==> config.mk <==
export PLATFORM = sky130hd
export DESIGN_NAME = calc_op_sequencer
export DESIGN_NICKNAME = d
export VERILOG_FILES = /design/src/rtl/calc_pkg.sv /design/src/rtl/calc_btn_debounce.sv /design/src/rtl/calc_op_sequencer.sv
export SDC_FILE = /design/constraint.sdc
export NUM_CORES = 1
export LEC_CHECK = 0
export CORE_MARGIN = 2
export CORE_UTILIZATION = 25
export DETAILED_ROUTE_END_ITERATION = 6
export SETUP_SLACK_MARGIN = 0.2
export SYNTH_ARGS = -nofsm -noshare
export SYNTH_HDL_FRONTEND = slang
export SYNTH_SLANG_ARGS = --single-unit
==> constraint.sdc <==
create_clock -name clk -period 2.75 [get_ports clk]
set_input_delay 0.55 -clock clk [delete_from_list [all_inputs] [get_ports clk]]
set_output_delay 0.55 -clock clk [all_outputs]
set_load 0.05 [all_outputs]
==> src/rtl/calc_pkg.sv <==
// Shared types and defaults for the calculator front-end: ALU op codes, sequencer states,
// operand width and debounce length.
package calc_pkg;

  localparam int CALC_W      = 7;
  localparam int CALC_DB_CNT = 4;

  typedef logic [1:0] op_t;

  localparam op_t OP_ADD = 2'd0;
  localparam op_t OP_SUB = 2'd1;
  localparam op_t OP_MUL = 2'd2;

  typedef enum logic [2:0] {
    ST_OFF,
    ST_IDLE,
    ST_LAUNCH,
    ST_WAIT,
    ST_SHOW
  } state_t;

endpackage

==> src/rtl/calc_btn_debounce.sv <==
// Button conditioner for one active-low push button: 2-FF synchronizer, stability counter
// and a one-cycle pulse when the debounced level returns high (button released).
module calc_btn_debounce
  import calc_pkg::*;
#(
  parameter int DB_CNT = CALC_DB_CNT
) (
  input  logic clk,
  input  logic rst_n,
  input  logic btn_n,
  output logic rel
);

  localparam logic [15:0] CNT_LAST = 16'(DB_CNT - 1);

  logic        sync_q1;
  logic        sync_q2;
  logic        level;
  logic [15:0] cnt;

  // Idle levels are "released" so leaving reset never looks like a release.
  always_ff @(posedge clk or negedge rst_n) begin
    if (!rst_n) begin
      sync_q1 <= 1'b1;
      sync_q2 <= 1'b1;
      level   <= 1'b1;
      cnt     <= '0;
      rel     <= 1'b0;
    end else begin
      sync_q1 <= btn_n;
      sync_q2 <= sync_q1;
      rel     <= 1'b0;
      if (sync_q2 == level) begin
        cnt <= '0;
      end else if (cnt == CNT_LAST) begin
        cnt   <= '0;
        level <= sync_q2;
        rel   <= sync_q2;
      end else begin
        cnt <= cnt + 16'd1;
      end
    end
  end

endmodule

==> src/rtl/calc_op_sequencer.sv <==
// Calculator front-end: debounces the four buttons, sequences one ALU start/done round-trip
// per operation and holds the result for the display. Optional CALC_AUTO_REFRESH_EN relaunches on operand change.
module calc_op_sequencer
  import calc_pkg::*;
#(
  parameter int W      = CALC_W,
  parameter int DB_CNT = CALC_DB_CNT
) (
  input  logic           clk,
  input  logic           rst_n,
  input  logic           b_lig,
  input  logic           b_soma,
  input  logic           b_sub,
  input  logic           b_multi,
  input  logic [W-1:0]   A,
  input  logic [W-1:0]   B,
  output logic [1:0]     alu_op,
  output logic [W-1:0]   alu_a,
  output logic [W-1:0]   alu_b,
  output logic           alu_start,
  input  logic           alu_done,
  input  logic [2*W-1:0] alu_y,
  input  logic           alu_neg,
  output logic [2*W-1:0] Y,
  output logic           sinal,
  output logic           EN,
  output logic           busy
);

  logic   ev_lig, ev_soma, ev_sub, ev_multi;
  logic   op_ev;
  op_t    op_sel;
  op_t    op_nxt;
  state_t state, state_nxt;
  logic   load_ops, clr_res, cap_res;

  calc_btn_debounce #(.DB_CNT(DB_CNT)) u_db_lig   (.clk(clk), .rst_n(rst_n), .btn_n(b_lig),   .rel(ev_lig));
  calc_btn_debounce #(.DB_CNT(DB_CNT)) u_db_soma  (.clk(clk), .rst_n(rst_n), .btn_n(b_soma),  .rel(ev_soma));
  calc_btn_debounce #(.DB_CNT(DB_CNT)) u_db_sub   (.clk(clk), .rst_n(rst_n), .btn_n(b_sub),   .rel(ev_sub));
  calc_btn_debounce #(.DB_CNT(DB_CNT)) u_db_multi (.clk(clk), .rst_n(rst_n), .btn_n(b_multi), .rel(ev_multi));

  // Coincident op releases resolve as add > sub > multiply.
  assign op_ev  = ev_soma | ev_sub | ev_multi;
  assign op_sel = ev_soma ? OP_ADD : (ev_sub ? OP_SUB : OP_MUL);

`ifdef CALC_AUTO_REFRESH_EN
  logic opnd_diff_q;

  always_ff @(posedge clk or negedge rst_n) begin
    if (!rst_n) opnd_diff_q <= 1'b0;
    else        opnd_diff_q <= (A != alu_a) || (B != alu_b);
  end
`endif

  always_ff @(posedge clk or negedge rst_n) begin
    if (!rst_n) state <= ST_OFF;
    else        state <= state_nxt;
  end

  // Power (lig) is checked first in every state, so it overrides ops and alu_done alike.
  always_comb begin
    state_nxt = state;
    load_ops  = 1'b0;
    op_nxt    = alu_op;
    clr_res   = 1'b0;
    cap_res   = 1'b0;
    case (state)
      ST_OFF: begin
        if (ev_lig) state_nxt = ST_IDLE;
      end
      ST_IDLE: begin
        if (ev_lig) begin
          state_nxt = ST_OFF;
          clr_res   = 1'b1;
        end else if (op_ev) begin
          state_nxt = ST_LAUNCH;
          load_ops  = 1'b1;
          op_nxt    = op_sel;
        end
      end
      ST_LAUNCH: begin
        if (ev_lig) begin
          state_nxt = ST_OFF;
          clr_res   = 1'b1;
        end else begin
          state_nxt = ST_WAIT;
        end
      end
      ST_WAIT: begin
        if (ev_lig) begin
          state_nxt = ST_OFF;
          clr_res   = 1'b1;
        end else if (alu_done) begin
          state_nxt = ST_SHOW;
          cap_res   = 1'b1;
        end
      end
      ST_SHOW: begin
        if (ev_lig) begin
          state_nxt = ST_OFF;
          clr_res   = 1'b1;
        end else if (op_ev) begin
          state_nxt = ST_LAUNCH;
          load_ops  = 1'b1;
          op_nxt    = op_sel;
        end
`ifdef CALC_AUTO_REFRESH_EN
        else if (opnd_diff_q) begin
          state_nxt = ST_LAUNCH;
          load_ops  = 1'b1;
        end
`endif
      end
      default: begin
        state_nxt = ST_OFF;
        clr_res   = 1'b1;
      end
    endcase
  end

  always_ff @(posedge clk or negedge rst_n) begin
    if (!rst_n) begin
      alu_op <= OP_ADD;
      alu_a  <= '0;
      alu_b  <= '0;
      Y      <= '0;
      sinal  <= 1'b0;
    end else begin
      if (load_ops) begin
        alu_op <= op_nxt;
        alu_a  <= A;
        alu_b  <= B;
      end
      if (clr_res) begin
        Y     <= '0;
        sinal <= 1'b0;
      end else if (cap_res) begin
        Y     <= alu_y;
        sinal <= alu_neg;
      end
    end
  end

  assign alu_start = (state == ST_LAUNCH);
  assign busy      = (state == ST_LAUNCH) || (state == ST_WAIT);
  assign EN        = (state != ST_OFF);

endmodule

==> summary.txt <==
period utilisation layout: 0.8728
syn_nets: 489
setup bufs post-CTS: 0
setup repair after global routing missed its margin: no
Post-synth ARST share: 1.000
sequential area share after synthesis: 0.5776
# DRC: 0
total leakage power: 2.639 nW
Worst path slowest cell: dlygate4sd2_1
Unique masters post-synth: 35
routability cong.: 0.8096
all-layer global routing usage: 0.1092
final hold slack: 0.3529 ns
status: complete, no violations
layout cells sized above 1: 0.1305
Worst Path Buf+Inv: 1
Root Buffer: clkbuf_16
drt total wl: 10640 um
CP required: 2.20 ns
antenna cells: 0
Synth top area share: 0.5141
Avg Vias per Cell: 4.499
Slew @ Worst Pin: 1.128 ns
initial DRC count: 182
Post-synth top cells: dfrtp_1, nor2_1, xnor2_1
core area: 19460 sq um
die width: 144.9 um
initial antenna violation count: 0
clk slew on worst S/H paths: 0.05 ns
Finished Cell Area: 6630 sq um
dpl hpwl: 7210 um
Pre-Repair DR Iteration Count: 4
CP endpoint kind: output pin
worst skew pair latency: 0.41 ns
kind of critical path: reg -> out
slew margin rel.: 0.2432
PortBufs: 69
Cell Area, Placed: 5976 sq um
Gate Count Post-Synth: 449
GRT overflow: 0
IO Pins: 70
Layout Nets: 571
number of global-route vias before repair: 3760
EDFF count, synth: 0
synthesized cell area: 4965 sq um
fmax: 416.6 MHz
Hold Path Class: reg -> reg
Mapped Avg Cell Area: 11.06 sq um
largest net degree at the start of global routing: 68
clock tree sinks: 114
htree depth: 4
PwrDens: 1014 nW/um^2
Seq cells post-synth: 114
family with the most delay on the worst path: buffers and inverters
critical path arrival: 1.85 ns
Synth area leaders: dfrtp_1, xnor2_1, dfstp_2, nor2_1, mux2_2
Period minus WS final: 2.400 ns
Critical Path Start Type: register
top-count cell post-synth: dfrtp_1
post-synth top area cell: dfrtp_1
critical path fanouts, max: 10
Final WS setup: 0.3499 ns
maxcap violations: 0
Routed WL per cell: 13.15 um
Max Root-Sink Buffers: 2
max-slew violations: 0
# rows: 51
final core occ: 0.3407
DR vias: 3640
Post-Place Setup Slack: 0.3903 ns
Fin. Hold Viols: 0
CTS tree: yes
Final Setup Violations: 0
initial core utilization: 0.2551
final setup TNS: 0 ns
most common flop cell mapped by yosys: dfrtp_1
Max VDD drop: 0.6978 mV
Clock Skew: 0.006385 ns
first-pass GRT wire length: 18520 um
critical path's largest stage delay: 0.54 ns
die height: 144.9 um
critical path cell sequence: nor2b_2 -> nor2b_1 -> dlygate4sd2_1
area growth from synthesis to layout: 33.54%
yosys warns: 0
antenna-violating nets left: 0
full die area: 21000 sq um
Inserted Clock Buffers: 17
[cell families (layout without fill, tap and decap cells)]
group | after synthesis | in the layout | synth area share
DFF | 114 | 114 | 0.5776
muxes | 18 | 18 | 0.04083
buffers and inverters | 24 | 119 | 0.02067
xor gates and xnor gates | 59 | 59 | 0.1041
and+or+nand+nor | 197 | 197 | 0.1968
AOI/OAI and AO/OA | 32 | 32 | 0.04789
adders and majority gates | 5 | 5 | 0.01210
[placed cells by master (no fill, tap or decap), types with 2 or more instances in the layout]
cell	netlist	final
nor4b_1	4	4
bufinv_16	0	4
inv_1	13	13
dfrtp_1	102	102
dfstp_2	12	12
nor3b_1	4	4
nand4_1	15	15
nor4_1	23	23
clkinvlp_4	0	2
o22a_1	2	2
or3_1	4	4
or2_2	2	2
buf_4	2	4
nor3_1	20	20
clkbuf_16	0	17
clkbuf_8	0	5
a21oi_1	8	8
mux2_2	18	18
xor2_1	9	9
nand2_1	19	19
clkdlybuf4s50_1	0	65
o21ai_0	2	2
xnor2_1	50	50
a22o_1	15	15
and3_1	4	4
nor2_1	72	72
nor2b_1	5	4
dlygate4sd2_1	0	3
clkinv_2	0	3
ha_1	4	4
nand3_1	22	22
[what timing repair did]
action	4_1_cts	5_1_grt
endpoints found under the hold margin	13	0
setup endpoints to repair	3	0
hold buffers	1	0
gates resized for setup	3	0
[per-layer routing]
metal	routed length, um	global-route usage	share of wire
met2	4826	0.1652	0.45
met1	5034	0.1393	0.47
met4	221	0.05000	0.021
met3	561	0.03962	0.053
met5	0	0	0
[per-stage QoR]
step / cells / power (mW)
2_1_floorplan: 449 / 3.668
5_1_grt: 809 / 7.064
3_3_place_gp: 776 / 4.327
4_1_cts: 809 / 6.815
3_5_place_dp: 776 / 4.384
6_report: 809 / 6.724
[flip-flops by register name, indices dropped and copies added, names as in the netlist, 2 cells and up]
signal and count:
alu_b 7, state 3, alu_a 7, u_db_soma.cnt 16, Y 14, alu_op 2, u_db_sub.cnt 16, u_db_lig.cnt 16
u_db_multi.cnt 16
[worst paths after layout]
| check | startpoint | end | slack [ns] | cells after the start |
|---|---|---|---|---|
| setup / recovery | state[1] | alu_start | 0.35 | 3 |
| max in group asynchronous | rst_n | u_db_lig.level | 1.48 | 3 |
| hold / removal | u_db_multi.sync_q1 | u_db_multi.sync_q2 | 0.35 | 0 |
| setup reg to reg | state[1] | sinal | 0.68 | 3 |
| hold reg to reg | u_db_multi.sync_q1 | u_db_multi.sync_q2 | 0.35 | 0 |
| min in group asynchronous | rst_n | alu_b[5] | 0.55 | 2 |
[report_power, final]
part / internal (mW) / switching, mW / leakage [nW]
combinational: 0.751 / 1.31 / 0.834
clock: 1.63 / 0.750 / 0.315
sequential: 2.02 / 0.254 / 1.49
total: 4.41 / 2.32 / 2.64
[layout make-up]
| class | instances | area [sq um] |
|---|---|---|
| Clock inverter | 9 | 150.1 |
| Timing Repair Buffer | 74 | 737.0 |
| Sequential cell | 114 | 2868 |
| Clock buffer | 23 | 498.0 |
| Fill cell | 1924 | 12830 |
| Tap cell | 265 | 331.6 |
| Multi-Input combinational cell | 311 | 1997 |
| Inverter | 13 | 48.80 |
Note: power is estimated with default switching activity, not from simulation.
